### config.mk
export PLATFORM = sky130hd
export DESIGN_NAME = gpu_pixel_writer
export DESIGN_NICKNAME = d
export VERILOG_FILES = /design/src/rtl/gpu_pkg.sv /design/src/rtl/gpu_pixel_fifo.sv /design/src/rtl/gpu_pixel_writer.sv
export SDC_FILE = /design/constraint.sdc
export NUM_CORES = 1
export LEC_CHECK = 0
export ABC_AREA = 1
export BUFFER_PORTS_ARGS = -buffer_cell sky130_fd_sc_hd__buf_4
export CORE_MARGIN = 4
export CORE_UTILIZATION = 35
export DETAILED_ROUTE_END_ITERATION = 7
export SLEW_MARGIN = 20
export SYNTH_ARGS = -nofsm -noshare
export SYNTH_HDL_FRONTEND = slang
export SYNTH_HIERARCHICAL = 1
export SYNTH_SLANG_ARGS = --single-unit
### constraint.sdc
create_clock -name clk -period 8.35 [get_ports clk]
set_input_delay 1.2525 -clock clk [delete_from_list [all_inputs] [get_ports clk]]
set_output_delay 1.2525 -clock clk [all_outputs]
set_load 0.02 [all_outputs]
### src/rtl/gpu_pkg.sv
// Shared types and screen constants for the pixel write path.
package gpu_pkg;

  localparam int WIDTH_BITS          = 10;
  localparam int HEIGHT_BITS         = 9;
  localparam int CHANNEL_BITS        = 8;
  localparam int DEF_SCREEN_WIDTH    = 640;
  localparam int DEF_SCREEN_HEIGHT   = 480;

  typedef struct packed {
    logic [WIDTH_BITS-1:0]   x;
    logic [HEIGHT_BITS-1:0]  y;
    logic [CHANNEL_BITS-1:0] r;
    logic [CHANNEL_BITS-1:0] g;
    logic [CHANNEL_BITS-1:0] b;
  } pixel_t;

  typedef enum logic {
    IDLE  = 1'b0,
    WRITE = 1'b1
  } writer_state_t;

  // Linear address at full 32-bit product width; callers truncate.
  function automatic logic [31:0] pixel_addr(input pixel_t p, input int width);
    return 32'(p.y) * 32'(width) + 32'(p.x);
  endfunction

endpackage

### src/rtl/gpu_pixel_fifo.sv
// Synchronous pixel FIFO with count-derived full/empty flags.
// A push while full is accepted only when a pop shares the same cycle.
module gpu_pixel_fifo
  import gpu_pkg::*;
#(
  parameter int DEPTH = 8
) (
  input  logic   clk,
  input  logic   rst,
  input  logic   push,
  input  logic   pop,
  input  pixel_t wdata,
  output pixel_t rdata,
  output logic   full,
  output logic   empty,
  output logic   empty_next
);

  localparam int AW = (DEPTH > 1) ? $clog2(DEPTH) : 1;
  localparam int CW = AW + 1;

  pixel_t        mem [DEPTH];
  logic [AW-1:0] wptr;
  logic [AW-1:0] rptr;
  logic [CW-1:0] count;
  logic [CW-1:0] count_next;
  logic          do_push;
  logic          do_pop;

  assign do_pop     = pop && !empty;
  assign do_push    = push && (!full || do_pop);
  assign full       = (count == CW'(DEPTH));
  assign empty      = (count == '0);
  assign rdata      = mem[rptr];
  assign empty_next = (count_next == '0);

  always_comb begin
    count_next = count;
    if (do_push && !do_pop) begin
      count_next = count + CW'(1);
    end else if (do_pop && !do_push) begin
      count_next = count - CW'(1);
    end
  end

  always_ff @(posedge clk) begin
    if (do_push) begin
      mem[wptr] <= wdata;
    end
  end

  always_ff @(posedge clk) begin
    if (rst) begin
      wptr  <= '0;
      rptr  <= '0;
      count <= '0;
    end else begin
      count <= count_next;
      if (do_push) wptr <= wptr + AW'(1);
      if (do_pop)  rptr <= rptr + AW'(1);
    end
  end

endmodule

### src/rtl/gpu_pixel_writer.sv
// Buffers rasteriser pixels and issues one req/ack framebuffer write per pixel.
// Optional PIXEL_CLIP_EN discards off-screen pixels at push and counts them.
module gpu_pixel_writer
  import gpu_pkg::*;
#(
  parameter int SCREEN_WIDTH  = DEF_SCREEN_WIDTH,
  parameter int SCREEN_HEIGHT = DEF_SCREEN_HEIGHT,
  parameter int FIFO_DEPTH    = 8,
  parameter int ADDR_BITS     = 19
) (
  input  logic                      clk,
  input  logic                      rst,
  input  logic                      pix_valid,
  input  logic [WIDTH_BITS-1:0]     X,
  input  logic [HEIGHT_BITS-1:0]    Y,
  input  logic [CHANNEL_BITS-1:0]   r_i,
  input  logic [CHANNEL_BITS-1:0]   g_i,
  input  logic [CHANNEL_BITS-1:0]   b_i,
  input  logic                      src_done,
  output logic                      mem_req,
  output logic [ADDR_BITS-1:0]      mem_addr,
  output logic [3*CHANNEL_BITS-1:0] mem_data,
  input  logic                      mem_ack,
  output logic                      busy,
  output logic                      done,
  output logic                      overflow
`ifdef PIXEL_CLIP_EN
  ,
  output logic [15:0]               clip_count
`endif
);

  if (FIFO_DEPTH < 2 || (FIFO_DEPTH & (FIFO_DEPTH - 1)) != 0 ||
      SCREEN_WIDTH < 1 || SCREEN_HEIGHT < 1) begin : g_param_check
    $error("gpu_pixel_writer: illegal parameter set");
  end

  writer_state_t state;
  writer_state_t state_next;
  logic          done_pending;
  logic          pending_next;
  logic          in_range;
  logic          push;
  logic          pop;
  logic          fire;
  logic          fifo_full;
  logic          fifo_empty;
  logic          fifo_empty_next;
  pixel_t        in_pix;
  pixel_t        head;

`ifdef PIXEL_CLIP_EN
  assign in_range = (32'(X) < 32'(SCREEN_WIDTH)) && (32'(Y) < 32'(SCREEN_HEIGHT));
`else
  assign in_range = 1'b1;
`endif

  assign in_pix = '{x: X, y: Y, r: r_i, g: g_i, b: b_i};

  // IDLE pops unconditionally; WRITE only advances on the ack of the held entry.
  assign pop  = !fifo_empty && (state == IDLE || mem_ack);
  assign push = pix_valid && in_range && (!fifo_full || pop);
  assign fire = done_pending && state == IDLE && fifo_empty && !push;

  assign state_next   = pop ? WRITE : ((state == WRITE && mem_ack) ? IDLE : state);
  assign pending_next = fire ? 1'b0 : (src_done ? 1'b1 : done_pending);

  gpu_pixel_fifo #(
    .DEPTH (FIFO_DEPTH)
  ) u_fifo (
    .clk        (clk),
    .rst        (rst),
    .push       (push),
    .pop        (pop),
    .wdata      (in_pix),
    .rdata      (head),
    .full       (fifo_full),
    .empty      (fifo_empty),
    .empty_next (fifo_empty_next)
  );

  always_ff @(posedge clk) begin
    if (rst) begin
      state        <= IDLE;
      done_pending <= 1'b0;
      mem_req      <= 1'b0;
      mem_addr     <= '0;
      mem_data     <= '0;
      busy         <= 1'b0;
      done         <= 1'b0;
      overflow     <= 1'b0;
    end else begin
      state        <= state_next;
      done_pending <= pending_next;
      mem_req      <= (state_next == WRITE);
      done         <= fire;
      // Next-state view so busy is already low in the cycle done is high.
      busy         <= (state_next == WRITE) || !fifo_empty_next || pending_next;
      if (pop) begin
        mem_addr <= ADDR_BITS'(pixel_addr(head, SCREEN_WIDTH));
        mem_data <= {head.r, head.g, head.b};
      end
      if (pix_valid && in_range && fifo_full && !pop) begin
        overflow <= 1'b1;
      end
    end
  end

`ifdef PIXEL_CLIP_EN
  always_ff @(posedge clk) begin
    if (rst) begin
      clip_count <= '0;
    end else if (pix_valid && !in_range && clip_count != 16'hFFFF) begin
      clip_count <= clip_count + 16'd1;
    end
  end
`endif

endmodule

# Word level (Yosys, flattened, before mapping)
# Memories as Yosys holds them, arrays and structs flattened. A register that Yosys moved wholly into a read port is not among the register bits.
# Cells that the tools add are included.
# totals
register_bits,58
latchBits,0
ram_bits,344
romBits,0
out_inout_bits,47
word_cells,55
memories,1
# memory_table
name,words,word_bits,rd,rd_ports_with_merged_regs,write_ports,line,source
u_fifo.mem,8,43,1,1,1,gpu_pixel_fifo.sv:22,pixel_t mem [DEPTH];
# classes
add_sub_neg,5
multipliers,1
div,0
order_cmp,0
eq_ne,1
n_shift,0
mux,10
bitwise,1
n_reduce_logical,26
# op_table
cell,count
adder 19 x 10 -> 19 bit,1
logical AND 1 bit,12
multiplier 9 x 3 -> 12 bit (second input constant),1
zero test 4 bit,2
two-way mux 4 bit,2
zero test 1 bit,7
adder 3 x 1 -> 3 bit (second input constant),2
two-way mux 1 bit,6
two-way mux 3 bit,2
logical OR 1 bit,5
adder 4 x 1 -> 4 bit (second input constant),1
equality test 4 bit (second input constant),1
subtractor 4 x 1 -> 4 bit (second input constant),1
NOT 1 bit,1

# Longest topological paths before layout
# Gate-level depths: netlist of run 1.
# depth
ltp_word,14
depth_mapped,23

# Cells and area by module
# Netlist of run 1, hierarchy kept.
# by_module_without_submodules
mod,instances,cells_per_inst,area_per_inst_um2,seq_area_each_um2
gpu_pixel_fifo,1,1083,14107.3,10590.2
gpu_pixel_writer,1,333,2391.0,960.9

# Worst setup path after synthesis of run 1
# Ideal clock, no wire load.
# synth_timing
kind,input-to-reg
start,input port mem_ack
end,"memory u_fifo/mem[0][0] (netlist bit), enable pin"
setup_ns,0.443
arrival_time_ns,4.080
slack_ns,3.827
cell_stages,8
path_cell_list,inv_1 a21oi_2 nor2_1 nor2_1 o21ai_4 inv_2 nand2_1 nor2_1
# synth_between
elab_chain_cells,7
word_cells_on_any_way,9
classes_between,2 x mux; 7 x reduce/logical
# synth_rtl
item,line,source
"start, declared",gpu_pixel_writer.sv:23,"input logic mem_ack,"
logical OR 1 bit,gpu_pixel_writer.sv:61,assign pop = !fifo_empty && (state == IDLE || mem_ack);
logical AND 1 bit,gpu_pixel_writer.sv:61,
logical OR 1 bit,gpu_pixel_writer.sv:62,assign push = pix_valid && in_range && (!fifo_full || pop);
logical AND 1 bit,gpu_pixel_writer.sv:62,
named net push,gpu_pixel_writer.sv:43,logic push;
logical AND 1 bit,gpu_pixel_fifo.sv:31,assign do_push = push && (!full || do_pop);
two-way mux 1 bit,gpu_pixel_fifo.sv:47,if (do_push) begin
two-way mux 1 bit (not written as such),gpu_pixel_fifo.sv:48,mem[wptr] <= wdata;
"end, declared",gpu_pixel_fifo.sv:22,
# The timed path passes the listed nets, and every way through them passes these cells.

==> impl_results.md, run 1 <==
* Pwr dens at 329 nW/um^2
* Pre-CTS WS at 3690 ps
* Worst hold start: overflow
* CTS sink cnt at 405
* CTS tree: built
* Cts hold-fix bufs at 0
* Post-synth EDFFs at 344
* IO buf count at 94
* Clock Pin Slew Worst Setup and Hold Paths at 60 ps
* DRT antenna net count at 0
* Placer Congestion at 0.720
* Reg2reg path depth at 19
* Crit path capture type: flop
* DR WL/cell at 17.5 um
* R2R Path End: mem_addr[17]
* Later-pin clock latency in the skew report at 540 ps
* Antenna violations before repair at 2
* Largest family of logic cells by synthesized area: simple AND/OR/NAND/NOR gates
* DRT Pass-1 Iters at 5
* WS Path Type: flop to flop
* Ys async rst share at 0%
* Crit start category: flop
* Worst EP required at around 8800 ps
* Clk buf depth at 3
* Cell Area, Synth at 16,500 um^2
* Max-Cap Viols at 0
* P&R area growth vs syn at 15.9%
* Synth Register Bits at 405
* Final-report setup violation count at 0
* Worst Max-Slew Pin Slew at 962 ps
* Setup_tns at 0 ps
* RSZ-0062 raised after global routing: no
* DIE HEIGHT at 225 um
* Max rail drop VDD at 0.453 mV
* TritonCTS Buffers at 42
* Synth Flop Type: edfxtp_1
* Die ar. at 50,700 um^2
* Global-route usage over all layers at between 10 and 15%
* Slew Limit Fails at 0
* Core footprint at 46,600 um^2
* Hold Crit Class: flop to flop
* Status: finished clean
* Root Buffer: clkbuf_16
* Setup Buffers After CTS at 0
* Simple-gate area share of the yosys netlist at 14.5%
* Rows at a little under 80
* Post-synthesis mux area share at 0%
* Initial Utilization at 35.4%
* Sequential share of the synthesized area at 70.0%
* Post-synth cell types at 40
* Drt first-iter violations at 741
* Worst-path maximum fanout at 89
* Endpoints failing hold at 0
* HPWL after detailed placement at 20,400 um
* Hold slack at 483 ps
* Final instance area at 19,100 um^2
* Worst EP arrival at roughly 4800 ps
* # nets final at 1,564
* Max Fclk at between 0.2 and 0.25 GHz
* Inserted Diodes at 0
* Post-Synth XOR/XNOR Area at less than 1%
* Synth Instances at 1,416
* Min-Delay Endpoint: overflow
* Die width at approximately 230 um
* Share of layout cells above drive strength 1 at 13.2%
* Part of the cycle the worst path needs at 52.1%
* Vias after detailed routing at 10,700
* Ports at 95
* Net Count, Synth at 1,487
* Largest net degree at the start of global routing at 93
* Post-route setup slack at 4000 ps
* Reg-to-reg slack, setup at 4000 ps
* Total Power at 6290 uW
* Avg Cell Area, Syn at 11.7 um^2
* Worst slew margin at 35.9%
* Resize count post-CTS at 0
* Most frequent cells in the layout: nor2_1 (357), edfxtp_1 (344), nand2_1 (196), o21ai_0 (130), buf_4 (112)
* H-tree levels at 2
* Vias in the first global route at 10,500
* Global-route wire length before repair at slightly below 60,000 um
* YS warnings at 6
* Synth Area in Adders at ~1.8%
* Lkg Pwr at roughly 0.0070 uW
* Gr ovfl total at 0
* DR vias/cell at ~5
* Final wirelength at around 37,000 um
* Placed Area at 17,800 um^2
* Fin Clk Skew at 17.6 ps
* WHS Path Cells at 2
* Most common cell after layout, fill and taps aside: nor2_1
* Post-layout minimum cycle time at 4350 ps
* DRC violations left at 0
* Complex-gate fraction of the synthesized area at 9.43%
## per-stage QoR
step,utilization [%],std cells
finish,41.1,2133
global route,41.1,2133
CTS,41.1,2133
detailed placement,38.1,2056
global placement,38.1,2056
floorplan,-,1416
## power by group
group	total (uW)	internal (uW)	switching (uW)
sequential	2450	2370	77.3
clock	1840	1080	759
combinational	2000	665	1330
total	6290	4120	2170
## Yosys cell counts (2+ instances only)
cell      number  area [um^2]
o21ai_0      130          651
nor3_1         2         10.0
inv_2          2         7.51
ha_1          21          263
nand2_1      196          736
nand3_1       19         95.1
o211ai_1       2         15.0
xor2_1         4         35.0
xnor2_1        3         26.3
nor2_1       365         1370
buf_1          2         7.51
buf_2         29          145
nand2_2        4         25.0
nor2_2         3         18.8
clkinv_1       2         7.51
fa_1           2         40.0
o32ai_1       86          753
nor2_4         2         22.5
nand3_2        2         20.0
inv_1         51          191
nand4_1        5         31.3
buf_4          3         22.5
buf_6          9          101
a21oi_1       18         90.1
dfxtp_1       61         1220
clkbuf_1      35          131
edfxtp_1     344        10300
nor3b_1        2         15.0
## per-layer routing
| layer | vias up | track usage, % | wire length, um |
|---|---|---|---|
| met1 | 5193 | 20.0 | 17100 |
| met4 | 4 | 3.77 | 727 |
| li1 | 5150 | - | - |
| met5 | - | 0 | 24 |
| met2 | 249 | 23.4 | 17300 |
| met3 | 63 | 2.92 | 2080 |
## flip-flops by register name, indices dropped and copies added (netlist names), 3 cells and up, named ones only
signal,count
mem_addr,19
u_fifo/rptr,3
u_fifo/count,4
u_fifo/wptr,3
u_fifo/mem,344
mem_data,24
## logic make-up after synthesis
| kind of cell | after synthesis |
|---|---|
| AO/OA/AOI/OAI | 241 |
| AND/OR/NAND/NOR | 605 |
| buffers and inverters | 135 |
| XOR/XNOR | 7 |
| flip-flops | 405 |
| adder cells (fa/ha/maj) | 23 |
## worst max-delay path, cell delays in order (launching register included)
cell	delay [ps]
dfxtp_4	360
buf_4	650
buf_4	810
nor2_1	110
o32ai_1	310
nand2_1	80
nand2_1	150
ha_1	190
inv_1	50
fa_1	390
o21ai_0	240
nand2_1	130
nor2_4	130
nand2_1	70
nor2_1	80
nand3_1	70
nand2_1	60
nand3_1	60
nand2_1	100
inv_1	40
## cell type report
class                   count  area, um^2
clock buffers              56        1120
clock inverters            21         240
fillers                  4336       27400
inverters                  56         213
multi-input cells         876        4380
flip-flops and latches    405       11600
well taps                 607         759
repair buffers            112         841
## worst max-delay path by stage
stage,start,end,cells after the start
floorplan,mem_ack,u_fifo/mem[0][0],8
global placement,mem_ack,u_fifo/mem[3][31],11
detailed placement,mem_ack,u_fifo/mem[3][30],11
CTS,flop,mem_addr[17],19
global route,flop,mem_addr[16],20
finish,flop,mem_addr[17],19
Power figures use the tool's default switching activity.
==> run 2, diff against run 1 <==
--- a/config.mk
+++ b/config.mk
@@ -5,7 +5,7 @@
 export SDC_FILE = /design/constraint.sdc
 export NUM_CORES = 1
 export LEC_CHECK = 0
-export ABC_AREA = 1
+export ABC_AREA = 0
 export BUFFER_PORTS_ARGS = -buffer_cell sky130_fd_sc_hd__buf_4
 export CORE_MARGIN = 4
 export CORE_UTILIZATION = 35
==> constraint.sdc (replaced) <==
create_clock -name clk -period 4 [get_ports clk]
set_input_delay 0.6 -clock clk [delete_from_list [all_inputs] [get_ports clk]]
set_output_delay 0.6 -clock clk [all_outputs]
set_load 0.02 [all_outputs]
==> run 2 against run 1 <==
Net effect: via count fell by 24%; sequential share of layout area fell by 1.0 points; wire length fell by 9.3%; critical endpoint is now mem_addr[18].
==> impl_results.md, run 2 <==
* Gr ovfl total at 0 (unchanged)
* Global-route usage over all layers at 13.6% (was 14.4%)
* Final wirelength at 33,800 um (was 37,200 um)
* CTS sink cnt at 405 (unchanged)
* Biggest register: u_fifo/mem (unchanged)
* WHS Path Cells at 1 (was 2)
* Drt first-iter violations at 653 (was 741)
* HPWL after detailed placement at 19,800 um (was 20,400 um)
* Placed Area at 17,800 um^2 (about the same)
* Top cells by area, synth: edfxtp_1 (64%), mux4_2 (9.4%), dfxtp_1 (7.5%), mux2_4 (3.7%), mux4_1 (2.9%) (was edfxtp_1 (63%), nor2_1 (8.3%), dfxtp_1 (7.4%), o32ai_1 (4.6%), nand2_1 (4.5%))
* Endpoints failing hold at 0 (unchanged)
* Largest regs: u_fifo/mem (344), mem_data (24), mem_addr (19) (unchanged)
* Largest net degree at the start of global routing at 62 (was 93)
* Final-report setup violation count at 0 (unchanged)
* Max Fclk at 0.268 GHz (was 0.230 GHz)
* Share of layout cells above drive strength 1 at 32.4% (was 13.2%)
* # nets final at 1,062 (was 1,564)
* Synth Flop Type: edfxtp_1 (unchanged)
* DRT antenna net count at 0 (unchanged)
* Count leader, synth: edfxtp_1 (was nor2_1)
* Worst-path maximum fanout at 12 (was 89)
* P&R area growth vs syn at 20.0% (was 15.9%)
* Synth top area share at 63.7% (was 62.6%)
* Global-route wire length before repair at 52,100 um (was 58,300 um)
* DIE HEIGHT at 223 um (was 225 um)
* Clk buf depth at 3 (unchanged)
* RSZ-0062 raised after global routing: no (unchanged)
* Most common cell after layout, fill and taps aside: edfxtp_1 (was nor2_1)
* Rows at 78 (was 79)
* Worst EP required at 4470 ps (was 8780 ps)
* Min-Delay Endpoint: u_fifo/mem[4][9] (was overflow)
* Filler cell count at 3,988 (was 4,336)
* Slew Limit Fails at 0 (unchanged)
* Crit path capture type: flop (unchanged)
* R2R Path End: mem_addr[18] (was mem_addr[17])
* Die width at 223 um (was 225 um)
* Reg2reg path depth at 11 (was 19)
* WS Path Type: flop to flop (unchanged)
* DRC violations left at 0 (unchanged)
* Worst EP arrival at 4200 ps (was 4780 ps)
* Cts hold-fix bufs at 0 (unchanged)
* DR vias/cell at 4.94 (was 5.00)
* Antenna violations before repair at 2 (unchanged)
* Sequential share of the synthesized area at 71.3% (was 70.0%)
* Initial Utilization at 35.6% (was 35.4%)
* Fin Clk Skew at 23.2 ps (was 17.6 ps)
* Crit start category: flop (unchanged)
* Most instantiated cells after synthesis: edfxtp_1 (344), nand2_1 (84), mux4_2 (68) (was nor2_1 (365), edfxtp_1 (344), nand2_1 (196))
* Ports at 95 (unchanged)
* Most frequent cells in the layout: edfxtp_1 (344), buf_4 (118), nand2_1 (84), mux4_2 (68), dfxtp_1 (58) (was nor2_1 (357), edfxtp_1 (344), nand2_1 (196), o21ai_0 (130), buf_4 (112))
* Setup_tns at 0 ps (unchanged)
* Multi-input logic area at 4440 um^2 (was 4380 um^2)
* Hold Crit Class: input pin to flop (was flop to flop)
* Post-layout minimum cycle time at 3720 ps (was 4350 ps)
* Vias in the first global route at 8,327 (was 10,500)
* Largest area contributor in the netlist: edfxtp_1 (unchanged)
* Ys async rst share at 0% (unchanged)
* Die ar. at 49,800 um^2 (was 50,700 um^2)
* Post-synth cell types at 55 (was 40)
* Lkg Pwr at 0.00652 uW (was 0.00696 uW)
* Worst Max-Slew Pin Slew at 1020 ps (was 962 ps)
* Setup Buffers After CTS at 0 (unchanged)
* CTS tree: built (unchanged)
* Reg-to-reg slack, setup at 280 ps (was 4000 ps)
* Max reg flops at 344 (unchanged)
* DRT Pass-1 Iters at 5 (unchanged)
* Net Count, Synth at 933 (was 1,487)
* Worst slew margin at 31.7% (was 35.9%)
* Max rail drop VDD at 0.445 mV (was 0.453 mV)
* Clock Pin Slew Worst Setup and Hold Paths at 60 ps (about the same)
* Total Power at 12,700 uW (was 6290 uW)
* Core footprint at 45,600 um^2 (was 46,600 um^2)
* Cell Area, Synth at 16,200 um^2 (was 16,500 um^2)
* YS warnings at 6 (unchanged)
* Post-synth EDFFs at 344 (unchanged)
* Pwr dens at 652 nW/um^2 (was 329 nW/um^2)
* H-tree levels at 2 (unchanged)
* Synth Instances at 862 (was 1,416)
* Worst hold start: g_i[1] (was overflow)
* Placer Congestion at 0.728 (was 0.720)
* Sequential cell area at 11,600 um^2 (about the same)
* Vias after detailed routing at 8,054 (was 10,700)
* Max-Cap Viols at 0 (unchanged)
* Synth Register Bits at 405 (unchanged)
* Later-pin clock latency in the skew report at 570 ps (was 540 ps)
* IO buf count at 94 (unchanged)
* Final instance area at 19,400 um^2 (was 19,100 um^2)
* Status: finished clean (unchanged)
* Avg Cell Area, Syn at 18.8 um^2 (was 11.7 um^2)
* TritonCTS Buffers at 44 (was 42)
* Root Buffer: clkbuf_16 (unchanged)
* Part of the cycle the worst path needs at 93.1% (was 52.1%)
* DR WL/cell at 20.7 um (was 17.5 um)
[run 2: final cells by class]
cell class | instances | area share [%]
inverter | 8 | 0.154
multi-input combinational | 405 | 22.8
antenna | 2 | 0.0257
sequential | 405 | 59.5
clock inverter | 17 | 1.56
tap | 600 | 3.86
timing repair buffer | 127 | 5.48
clock buffer | 65 | 6.63
[run 2: worst max-delay path by stage]
stage / startpoint / cells past startpoint / slack (ps) / end
6_report: flop / 11 / 280 / mem_addr[18]
5_1_grt: flop / 11 / 20 / mem_addr[18]
4_1_cts: flop / 10 / 210 / mem_addr[18]
3_5_place_dp: flop / 10 / 240 / mem_addr[18]
3_3_place_gp: flop / 10 / 250 / mem_addr[18]
2_1_floorplan: u_fifo/count[0] / 13 / -280 / u_fifo/mem[3][0]
[run 2: through the flow]
stage	util (%)	instances	hold slack (ps)	worst slack, ps
2_1_floorplan	-	862	454	-276
3_3_place_gp	39.2	1545	446	246
3_5_place_dp	39.2	1545	448	237
4_1_cts	42.6	1627	220	210
5_1_grt	42.7	1627	236	22.8
6_report	42.7	1629	261	275
[run 2: what timing repair did]
item | CTS | global route
hold endpoints to repair | 0 | 0
gates resized for setup | 0 | 1
endpoints found under the setup margin | 0 | 1
[run 2: report_power, final]
group | leakage (uW) | total, uW | internal [uW] | switching (uW)
Clock | 0.000778 | 4340 | 2700 | 1640
Combinational | 0.00212 | 3180 | 1400 | 1780
Sequential | 0.00363 | 5170 | 4980 | 182
Total | 0.00652 | 12700 | 9080 | 3600
[run 2: critical path, cell delays in order, from the launching register on]
cell and delay (ps):
dfxtp_4 470, mux4_2 520, mux2_4 300, ha_1 300, ha_1 240, fa_1 470
a21o_1 210, a21oi_1 190, xnor2_1 160, nand4_1 160, or3b_1 390, a311oi_2 230
[run 2: logic make-up after synthesis]
family                     synth area share, %
DFF                                       71.3
and+or+nand+nor                           4.23
muxes                                     16.5
AOI/OAI and AO/OA                         3.20
buffers and inverters                     1.95
adders and majority gates                 1.87
xor gates and xnor gates                  1.02
[run 2: metal layers]
layer  vias to the layer above  share of wire [%]  track usage (%)  wire length, um
met1                      4127                 46             19.5            15500
met3                        50                5.3             2.78             1800
met5                         -              0.038                0               13
met2                       182                 47             21.1            15800
met4                         2                2.2             4.08              739
li1                       3693                  -                -                -
==> run 3, diff against run 2 <==
--- a/config.mk
+++ b/config.mk
@@ -7,9 +7,11 @@
 export LEC_CHECK = 0
 export ABC_AREA = 0
 export BUFFER_PORTS_ARGS = -buffer_cell sky130_fd_sc_hd__buf_4
+export CORE_ASPECT_RATIO = 1.2
 export CORE_MARGIN = 4
-export CORE_UTILIZATION = 35
+export CORE_UTILIZATION = 30
 export DETAILED_ROUTE_END_ITERATION = 7
+export GPL_TIMING_DRIVEN = 1
 export SLEW_MARGIN = 20
 export SYNTH_ARGS = -nofsm -noshare
 export SYNTH_HDL_FRONTEND = slang
==> run 3 against run 2 <==
Net effect: critical path type unchanged; cell area decreased by 0.90%; die area up 16%; sequential share of layout area rose by 0.53 points; fmax down 2.6%; total power shrank 4.9%; flip-flop and latch count unchanged; clock-buffer cell count fell by 10; critical path depth unchanged; register-to-register slack lost 100 ps.
==> impl_results.md, run 3 (synthesized netlist as in run 2, its figures left out) <==
* DRT antenna net count at 0 (unchanged)
* Crit path capture type: flop (unchanged)
* CTS tree: built (unchanged)
* Most used cell, CP: ha_1 (unchanged)
* Slew Limit Fails at 0 (unchanged)
* Non-filler cells, final at 1,731 (was 1,629)
* Die ar. at 57,800 um^2 (was 49,800 um^2)
* Crit-path max cell delay at 540 ps (was 520 ps)
* Worst EP arrival at 4280 ps (was 4200 ps)
* Max reg flops at 344 (unchanged)
* Status: finished clean (unchanged)
* Biggest register: u_fifo/mem (unchanged)
* Largest net degree at the start of global routing at 61 (was 62)
* DIE HEIGHT at 263 um (was 223 um)
* Final wirelength at 34,200 um (was 33,800 um)
* H-tree levels at 2 (unchanged)
* TritonCTS Buffers at 41 (was 44)
* Placer Congestion at 0.711 (was 0.728)
* Cts hold-fix bufs at 0 (unchanged)
* Crit start category: flop (unchanged)
* WS Path Type: flop to flop (unchanged)
* Gr ovfl total at 0 (unchanged)
* Antenna violations before repair at 3 (was 2)
* Placed insts at 1,652 (was 1,545)
* CP cell instances: mux4_2, mux2_4, ha_1, ha_1, fa_1, a21o_1, a21oi_1, xnor2_1, nand4_1, or3b_1, a311oi_2 (unchanged)
* Worst EP required at 4450 ps (was 4470 ps)
* CTS sink cnt at 405 (unchanged)
* Setup_tns at 0 ps (unchanged)
* Largest regs: u_fifo/mem (344), mem_data (24), mem_addr (19) (unchanged)
* Clk buf depth at 3 (unchanged)
* Hold Crit Class: input pin to flop (unchanged)
* DR WL/cell at 19.8 um (was 20.7 um)
* Final-report setup violation count at 0 (unchanged)
* Max rail drop VDD at 0.335 mV (was 0.445 mV)
* Post-layout minimum cycle time at 3830 ps (was 3720 ps)
* Drt first-iter violations at 406 (was 653)
* DRT Pass-1 Iters at 4 (was 5)
* Ports at 95 (unchanged)
* Most common cell after layout, fill and taps aside: edfxtp_1 (unchanged)
* P&R area growth vs syn at 18.9% (was 20.0%)
* DR vias/cell at 4.62 (was 4.94)
* Later-pin clock latency in the skew report at 540 ps (was 570 ps)
* Pwr dens at 626 nW/um^2 (was 652 nW/um^2)
* DRC violations left at 0 (unchanged)
* Max stage delay cell, worst path: mux4_2 (unchanged)
* Root Buffer: clkbuf_16 (unchanged)
* Part of the cycle the worst path needs at 95.6% (was 93.1%)
* Worst slew margin at 38.7% (was 31.7%)
* IO buf count at 94 (unchanged)
* # nets final at 1,057 (was 1,062)
* Lkg Pwr at 0.00638 uW (was 0.00652 uW)
* Hold slack at 286 ps (was 261 ps)
* Vias after detailed routing at 7,992 (was 8,054)
* RSZ-0062 raised after global routing: no (unchanged)
* Initial Utilization at 30.3% (was 35.6%)
* Finished Core Util at 36.0% (was 42.7%)
* Fin Clk Skew at 14.3 ps (was 23.2 ps)
* HPWL after detailed placement at 20,700 um (was 19,800 um)
* Global-route usage over all layers at 11.8% (was 13.6%)
* Most frequent cells in the layout: edfxtp_1 (344), buf_4 (120), nand2_1 (84), mux4_2 (68), dfxtp_1 (58) (was edfxtp_1 (344), buf_4 (118), nand2_1 (84), mux4_2 (68), dfxtp_1 (58))
* Core footprint at 53,500 um^2 (was 45,600 um^2)
* Die width at 220 um (was 223 um)
* Max Fclk at 0.261 GHz (was 0.268 GHz)
* Vias in the first global route at 8,430 (was 8,327)
* Rows at 93 (was 78)
* Total Power at 12,100 uW (was 12,700 uW)
* Inserted Diodes at 0 (was 2)
* Global-route wire length before repair at 51,900 um (was 52,100 um)
* Max-Cap Viols at 0 (unchanged)
* Share of layout cells above drive strength 1 at 31.5% (was 32.4%)
* Endpoints failing hold at 0 (unchanged)
* Worst Max-Slew Pin Slew at 919 ps (was 1020 ps)
* Worst-path maximum fanout at 14 (was 12)
* Clock Pin Slew Worst Setup and Hold Paths at 60 ps (about the same)
## run 3: changes by cell type in the layout (fill, tap and decap cells not counted), sizes merged
cell | previous run | this run
inv | 9 | 11
clkinv | 8 | 14
clkbuf | 65 | 55
bufinv | 7 | 3
buf | 127 | 125
diode | 2 | 0
## run 3: timing repair
action | 4_1_cts | 5_1_grt
buffers inserted | 0 | 3
gates resized for setup | 0 | 1
setup endpoints to repair | 0 | 1
## run 3: routing by layer
layer  share of wire, %  wire, um  up-vias  global-route usage [%]
li1                   -         -     3677                       -
met1                 44     14900     4116                    15.2
met2                 50     17200      149                    20.3
met3                4.3      1490       44                    2.28
met4                1.7       595        6                    2.97
met5               0.16        54        -                       0
## run 3: worst paths after layout
path | start | end | slack (ps) | cells after the start
max | flop | mem_addr[18] | 170 | 11
max reg2reg | flop | mem_addr[18] | 170 | 11
min reg2reg | mem_addr[12] | mem_addr[12] | 450 | 2
min | X[9] | u_fifo/mem[4][42] | 290 | 1
## run 3: layout make-up
type	instances	area, um^2
Fill cell	5031	34300
Sequential cell	405	11600
Multi-Input combinational cell	405	4440
Clock buffer	55	1140
Timing Repair Buffer	125	1000
Tap cell	712	891
Clock inverter	21	211
Inverter	8	30.0
## run 3: metrics by stage
step	instance area (um^2)	setup WS [ps]
floorplan	16300	-276
global placement	17900	146
detailed placement	17900	99.5
CTS	19200	69.7
global route	19300	21.7
finish	19300	174
## run 3: where the power goes
part           internal (uW)  leakage, uW  switching [uW]
Clock                   2210     0.000658            1560
Sequential              4980      0.00363             184
Combinational           1350      0.00210            1770
## run 3: critical path: cells and delay by family (launching register included)
kind / cells / cell delay (ps)
fa+ha+maj: 3 / 1000
mux: 2 / 830
flops: 1 / 490
compound gates: 3 / 630
xor+xnor: 1 / 220
simple gates: 2 / 570
